### src/rtl/vcfg_issue.sv
// Vector-config issue stage: decodes vsetvli/vsetivli/vsetvl, computes VLMAX/vl/vill
// and drives a one-cycle CSR write. Optional macro VCFG_AVL_SPLIT_EN balances vl when VLMAX < AVL < 2*VLMAX.
module vcfg_issue #(
    parameter int VLEN = 256,
    parameter int ELEN = 32
) (
    input  logic        clk,
    input  logic        rst,
    input  logic        in_valid,
    output logic        in_ready,
    input  logic [31:0] instr,
    input  logic [31:0] rs1_data,
    input  logic [31:0] rs2_data,
    input  logic [31:0] vl_cur,
    output logic        vconfig_wr_en,
    output logic [31:0] vl_in,
    output logic [31:0] vtype_in,
    output logic        vill,
    output logic        rd_we,
    output logic [4:0]  rd_addr,
    output logic [31:0] rd_data,
    output logic        illegal
);
    localparam int LOG2_VLEN = $clog2(VLEN);
    localparam int LOG2_ELEN = $clog2(ELEN);

    typedef enum logic [1:0] {IDLE, CALC, DONE} state_e;

    state_e      state_q, state_d;
    logic [31:15] hi_q;
    logic [4:0]  rd_q, rd_addr_q;
    logic [31:0] rs1_q, rs2_q;
    logic        illegal_q;
    logic [31:0] vl_q, vl_d, vtype_q, vtype_d;
    logic        vill_q, vill_d;

    logic        in_cfg, is_ivli, is_vl, keep_vl;
    logic [10:0] zimm;
    logic [2:0]  vsew, vlmul;
    logic [7:0]  exp_s;
    logic [31:0] vlmax, avl;

    assign in_cfg = (instr[6:0] == 7'b1010111) && (instr[14:12] == 3'b111) &&
                    (!instr[31] || (instr[31:30] == 2'b11) || (instr[31:25] == 7'b1000000));

    always_comb begin
        is_ivli = (hi_q[31:30] == 2'b11);
        is_vl   = (hi_q[31:25] == 7'b1000000);
        if (is_vl)        zimm = rs2_q[10:0];
        else if (is_ivli) zimm = {1'b0, hi_q[29:20]};
        else              zimm = hi_q[30:20];
        vsew  = zimm[5:3];
        vlmul = zimm[2:0];
        // Exponent is small and signed; bit 7 flags a fractional VLMAX.
        exp_s = 8'(LOG2_VLEN - 3) - 8'(vsew) + {{5{vlmul[2]}}, vlmul};
        vlmax = exp_s[7] ? 32'd0 : (32'd1 << exp_s[4:0]);

        keep_vl = !is_ivli && (hi_q[19:15] == 5'd0) && (rd_q == 5'd0);
        if (is_ivli)                  avl = {27'd0, hi_q[19:15]};
        else if (hi_q[19:15] != 5'd0) avl = rs1_q;
        else                          avl = 32'hFFFF_FFFF;

        vill_d = (vlmul == 3'b100) || (vsew > 3'(LOG2_ELEN - 3)) || exp_s[7] ||
                 (zimm[10:8] != 3'd0) || (is_vl && (rs2_q[31:11] != 21'd0));

        if (keep_vl)          vl_d = (vl_cur < vlmax) ? vl_cur : vlmax;
        else if (avl < vlmax) vl_d = avl;
        else                  vl_d = vlmax;
`ifdef VCFG_AVL_SPLIT_EN
        if (!keep_vl && (avl > vlmax) && ({1'b0, avl} < {vlmax, 1'b0}))
            vl_d = (avl >> 1) + {31'd0, avl[0]};
`endif
        vtype_d = {1'b0, zimm, 20'd0};
        if (vill_d) begin
            vl_d    = 32'd0;
            vtype_d = 32'd0;
        end
    end

    always_comb begin
        state_d = state_q;
        case (state_q)
            IDLE:    if (in_valid) state_d = in_cfg ? CALC : DONE;
            CALC:    state_d = DONE;
            DONE:    state_d = IDLE;
            default: state_d = IDLE;
        endcase
    end

    always_ff @(posedge clk or posedge rst) begin
        if (rst) begin
            state_q   <= IDLE;
            hi_q      <= '0;
            rd_q      <= '0;
            rs1_q     <= '0;
            rs2_q     <= '0;
            illegal_q <= 1'b0;
            vl_q      <= '0;
            vtype_q   <= '0;
            vill_q    <= 1'b0;
            rd_addr_q <= '0;
        end else begin
            state_q <= state_d;
            if (state_q == IDLE && in_valid) begin
                hi_q      <= instr[31:15];
                rd_q      <= instr[11:7];
                rs1_q     <= rs1_data;
                rs2_q     <= rs2_data;
                illegal_q <= !in_cfg;
            end
            // Results only move in CALC so the CSR-facing data holds between writes.
            if (state_q == CALC) begin
                vl_q      <= vl_d;
                vtype_q   <= vtype_d;
                vill_q    <= vill_d;
                rd_addr_q <= rd_q;
            end
        end
    end

    assign in_ready      = (state_q == IDLE);
    assign vconfig_wr_en = (state_q == DONE) && !illegal_q;
    assign illegal       = (state_q == DONE) && illegal_q;
    assign rd_we         = (state_q == DONE) && !illegal_q && (rd_addr_q != 5'd0);
    assign vl_in         = vl_q;
    assign rd_data       = vl_q;
    assign vtype_in      = vtype_q;
    assign vill          = vill_q;
    assign rd_addr       = rd_addr_q;
endmodule

### config.mk
export PLATFORM = sky130hd
export DESIGN_NAME = vcfg_issue
export DESIGN_NICKNAME = d
export VERILOG_FILES = /design/src/rtl/vcfg_issue.sv
export SDC_FILE = /design/constraint.sdc
export NUM_CORES = 1
export LEC_CHECK = 0
export ABC_AREA = 1
export CAP_MARGIN = 25
export CORE_MARGIN = 2
export CORE_UTILIZATION = 40
export CTS_CLUSTER_DIAMETER = 150
export DETAILED_ROUTE_END_ITERATION = 8
export PLACE_DENSITY_LB_ADDON = 0.15
export SLEW_MARGIN = 10
export SYNTH_ARGS = -nofsm -noshare
export SYNTH_HDL_FRONTEND = slang
export SYNTH_SLANG_ARGS = --single-unit
### constraint.sdc
create_clock -name clk -period 7.3 [get_ports clk]
set_input_delay 1.46 -clock clk [delete_from_list [all_inputs] [get_ports clk]]
set_output_delay 1.46 -clock clk [all_outputs]
set_load 0.05 [all_outputs]
After elaboration in Yosys (flattened, before gate mapping)
Index checks and enable logic that the tools add are counted.
{"block": "totals", "regBits": 159, "out_inout_bits": 106, "in_bits": 131}
{"block": "op_classes", "muxes": 13, "n_addsub": 2, "n_lt_le_gt_ge": 3, "reduce_logical": 26, "shifts": 1, "n_eq_ne": 10}
{"op": "32-bit two-way mux", "n": 7}
{"op": "32-bit < comparator", "n": 2}
{"op": "1-bit by 5-bit << shifter with 32-bit output, first input constant", "n": 1}
{"op": "31-bit two-way mux", "n": 1}
{"op": "11-bit two-way mux", "n": 2}
{"op": "7-bit equality test, second input constant", "n": 3}
{"op": "21-bit nonzero test", "n": 1}
{"op": "5-bit zero test", "n": 2}
{"op": "5-bit nonzero test", "n": 2}
{"op": "1-bit logical AND", "n": 9}
{"op": "2-bit equality test, second input constant", "n": 3}
{"op": "3-bit equality test, second input constant", "n": 2}
{"op": "1-bit logical OR", "n": 6}
{"op": "4-bit by 3-bit adder with 5-bit output", "n": 1}
{"op": "1-bit zero test", "n": 4}
{"op": "2-bit two-way mux", "n": 2}
{"op": "2-bit one-hot mux with 2 select lines", "n": 1}
{"op": "3-bit by 3-bit subtractor with 4-bit output, first input constant", "n": 1}
{"op": "3-bit by 2-bit greater-than comparator with 1-bit output, second input constant", "n": 1}
{"op": "3-bit nonzero test", "n": 1}
{"op": "2-bit by 1-bit equality test with 1-bit output, second input constant", "n": 1}
{"op": "2-bit zero test", "n": 1}
{"op": "2-bit inequality test, second input constant", "n": 1}

Longest topological paths before layout
{"block": "logic_depth", "ltp_word": 11, "mapped_depth": 37, "depth_no_buf": 36}

Worst setup path after synthesis
OpenSTA, ideal clock, no wires.
{"block": "synth_timing", "path_kind": "register to register", "startpoint": "register hi_q[27] (netlist bit)", "endpoint": "register vl_q[1], in the netlist rd_data[1]", "t_arrival_ns": 3.988, "setup_time_ns": 0.118, "path_stages_with_launch": 28, "path_buffers": 2, "path_slack_ns": 3.195, "path_cell_list": "dfrtp_1 -> inv_2 -> nand2_1 -> nor2_4 -> nand2_4 -> inv_1 -> a21oi_1 -> ha_1 -> ha_1 -> inv_1 -> o21bai_1 -> inv_2 -> nand3_1 -> nand2_2 -> buf_6 -> nor2_1 -> inv_1 -> ha_1 -> a21oi_1 -> nand3b_1 -> a21oi_1 -> nor4_1 -> clkbuf_1 -> a21oi_1 -> nor2_1 -> nor2_1 -> nand2_1 -> nand2_1"}
{"block": "synth_via", "elab_chain_cells": 10}
{"element": "start: declaration", "line": "30", "source": "logic [31:15] hi_q;"}
{"element": "start signal: assignment", "line": "105", "source": "hi_q <= instr[31:15];"}
{"element": "7-bit equality test (*)", "line": "48", "source": "is_vl = (hi_q[31:25] == 7'b1000000);"}
{"element": "11-bit two-way mux", "line": "49", "source": "if (is_vl) zimm = rs2_q[10:0];"}
{"element": "3-bit by 3-bit subtractor with 4-bit output", "line": "55", "source": "exp_s = 8'(LOG2_VLEN - 3) - 8'(vsew) + {{5{vlmul[2]}}, vlmul};"}
{"element": "4-bit by 3-bit adder with 5-bit output", "line": "55"}
{"element": "1-bit by 5-bit << shifter with 32-bit output", "line": "56", "source": "vlmax = exp_s[7] ? 32'd0 : (32'd1 << exp_s[4:0]);"}
{"element": "32-bit two-way mux", "line": "56"}
{"element": "32-bit < comparator, on equally long branches", "line": "67, 66"}
{"element": "32-bit two-way mux, on equally long branches", "line": "67, 66"}
{"element": "32-bit two-way mux", "line": "66", "source": "if (keep_vl) vl_d = (vl_cur < vlmax) ? vl_cur : vlmax;"}
{"element": "32-bit two-way mux (*)", "line": "74", "source": "if (vill_d) begin"}
{"element": "end signal: assignment", "line": "113", "source": "vl_q <= vl_d;"}
{"element": "end: declaration", "line": "34", "source": "logic [31:0] vl_q, vl_d, vtype_q, vtype_d;"}
Every way passes the cells marked *; elsewhere a longest branch is shown, timed or not.
A chain may end at the register's enable or synchronous reset.

Worst setup path after layout
{"block": "layout_timing", "startpoint": "register hi_q[27] (netlist bit)", "endpoint": "register vl_q[2], in the netlist rd_data[2]"}
The elaborated chain is that of the path after synthesis.

==> impl_metrics.yaml <==
die:
  initial_utilization_pct: 40.6
  rows: 53
  die-area_um2: 22500
  die_w_um: 150
  top_level_ports: 237
  fp.coreArea_um2: 21000
  fp.dieH_um: 150
timing:
  rsz0062_at_grt: "false"
  finalSetupTns_ns: 0
  fin_crit_sh_pct: 68.4
  max_freq_ghz: 0.200
  slew_headroom_pct: 32.4
  hold_violations: 0
  min_period_ns: 4.99
  worstMarginPinSlew_ns: 1.01
  skew_ns: 0.0145
  fin_ws_ns: 2.31
  setup_viol: 0
  slew_viol_final: 0
cts:
  cts_inserted_buffers: 17
  postCtsSetupRepairBufs: 0
  worst_skew_pair.late_latency_ns: 0.42
  clock_sinks: 138
  cts_root_buf: "clkbuf_16"
  cts_buffer_depth: 2
  cts_tree: "yes"
  cts_hold_buf: 0
  clk_pin_slew_ns: 0.06
  cts_resized: 0
  cts_htree_levels: 4
place:
  place_congestion: 0.888
  dp_hpwl_um: 16800
  place_ws_ns: 2.36
  numPortBuffers: 215
global_routing:
  grt_overflow_total: 0
  grt_pass1_vias: 6966
  grt_pass1_wl_um: 36100
  grt_max_degree: 86
  antenna_found_initial: 0
  grt_usage_pct: 20.5
logic_synthesis:
  synth_flop_cell: "dfrtp_1"
  netlist_area_um2: 8520
  ys_seq_elements: 138
  synth_top_area_share_pct: 40.5
  synthTopCellsByArea: "dfrtp_1, mux2_2, nand2_1"
  synth_cells: 994
  ys.warnings.count: 0
  yosys.area.top_type: "dfrtp_1"
  synth.avg_cell_area_um2: 8.57
  ys_seq_area_share_pct: 40.5
  synth_edf_count: 0
  synthArstFlopShare_pct: 100
  synth_cell_types: 45
critical_path:
  crit_path_top_delay_cell: "nor4_2"
  cp_slowest_stage_delay_ns: 0.50
  reg2regPathDepth: 34
  end_kind: "register"
  crit_path_frequent_cell: "nand2_1"
  worstPathRequired_ns: 7.60
  setup.worst_path.class: "reg -> reg"
  crit_fanout: 20
  arrival_ns: 5.29
  startpoint_type: "register"
pwr:
  pwr_density_cell_nw_per_um2: 212
  vdd_drop_max_mv: 0.132
  p_leak_nw: 5.13
worst_hold_path:
  min_path_cells: 2
  hold_class: "reg -> reg"
detailed_routing:
  via_count: 7166
  top_layer: "met4"
  first_pass_iters: 5
  wl_um: 22600
  routedWlPerCell_um: 15.4
  drtIter0Drc: 314
  dr_wl_met3_um: 1320
  viasPerCell: 4.89
  wl_met1_um: 10100
  wl_met2_um: 10900
  drc_errors: 0
  ant_nets: 0
finish:
  syn2layout_area_growth_pct: 31.4
  diodes: 0
  drive_gt1_share_pct: 12.5
  nNetsFinal: 1361
outcome:
  outcome: "finished clean"
flow_run:
  drv_cap: 0
per-stage QoR:
step	area (um2)	power, mW	hold slack, ns	cells	utilization, %
6_report	11200	2.37	0.491	1465	53.4
5_1_grt	11200	2.52	0.514	1465	53.4
4_1_cts	11200	2.40	0.490	1465	53.4
3_5_place_dp	10600	1.57	0.476	1434	50.8
3_3_place_gp	10600	1.56	0.474	1432	50.6
2_1_floorplan	8650	1.39	0.467	1029	-
layout by cell type (no fill, tap or decap), types with 7 or more instances in the layout:
master	count
o21ai_1	8
o21a_1	18
mux2_2	63
clkdlybuf4s50_1	215
dfrtp_1	138
nand3_1	58
ha_1	52
nor4_1	10
nor2_1	96
nand3_2	14
nand2_1	181
conb_1	37
nand2_2	8
clkbuf_16	17
nand2_4	7
inv_1	90
o21ai_0	25
nand4_1	17
nor3_1	8
a21oi_1	64
buf_4	8
cells in the mapped netlist (3+ instances only):
| master | instances |
|---|---|
| dfrtp_1 | 138 |
| buf_4 | 55 |
| nand3b_1 | 4 |
| o21a_1 | 18 |
| clkbuf_1 | 27 |
| buf_1 | 3 |
| nand2_4 | 6 |
| a211oi_1 | 4 |
| nand2_1 | 182 |
| nand3_2 | 14 |
| nor3_1 | 9 |
| inv_1 | 91 |
| a22oi_1 | 4 |
| inv_2 | 6 |
| nand2_2 | 8 |
| o21ai_0 | 25 |
| buf_2 | 3 |
| mux2_2 | 63 |
| ha_1 | 52 |
| o21ai_1 | 8 |
| nor2_1 | 96 |
| nand3_1 | 58 |
| nor4_1 | 11 |
| buf_6 | 5 |
| nand4_1 | 17 |
| a21oi_1 | 64 |
where the power goes:
| part | switching [mW] | internal (mW) |
|---|---|---|
| clock | 0.333 | 0.483 |
| sequential | 0.0397 | 0.837 |
| combinational | 0.395 | 0.287 |
routing by layer:
| metal | vias up | track usage (%) |
|---|---|---|
| li1 | 3586 | - |
| met2 | 209 | 33.8 |
| met1 | 3348 | 27.1 |
| met3 | 23 | 4.57 |
| met5 | - | 0 |
| met4 | 0 | 5.75 |
final cells by class:
class	count	area, um2
fillers	1998	9760
multi-input cells	700	4230
flip-flops and latches	138	3450
repair buffers	224	2240
clock buffers	20	457
inverters	97	369
well taps	275	344
clock inverters	11	97.6
cell families (layout without fill, tap and decap cells):
kind of cell             count (synthesis)  count (layout)  synth area share, %
AO/OA/AOI/OAI                          134             134                 9.22
adder cells (fa/ha/maj)                 52              52                 7.64
buffers and inverters                  191             352                 11.5
flip-flops                             138             138                 40.5
multiplexers                            64              64                 8.45
other                                    2              37               0.0882
AND/OR/NAND/NOR                        413             413                 22.5
worst max-delay path: cells and delay by family (launching register included):
family,cells,cell delay (ns)
DFF,1,0.39
AOI/OAI and AO/OA,3,0.32
buffers and inverters,10,1.28
and+or+nand+nor,18,2.23
adders and majority gates,3,0.63
registers in the layout, summed over array words and instances, names as in the netlist:
signal     count
hi_q          17
illegal_q      1
rd_addr        5
rd_data       32
rd_q           5
rs1_q         32
rs2_q         32
state_q        2
vill           1
vtype_in      11
path summary, 6_finish.rpt:
kind	from	endpoint	slack, ns
setup / recovery	hi_q[27]	rd_data[2]	2.31
max in group asynchronous	rst	rd_data[18]	4.51
hold / removal	vtype_in[20]	vtype_in[20]	0.49
hold reg to reg	vtype_in[20]	vtype_in[20]	0.49
min in group asynchronous	rst	rs2_q[23]	1.55
setup reg to reg	hi_q[27]	rd_data[2]	2.31
Note: power is estimated with default switching activity, not from simulation.
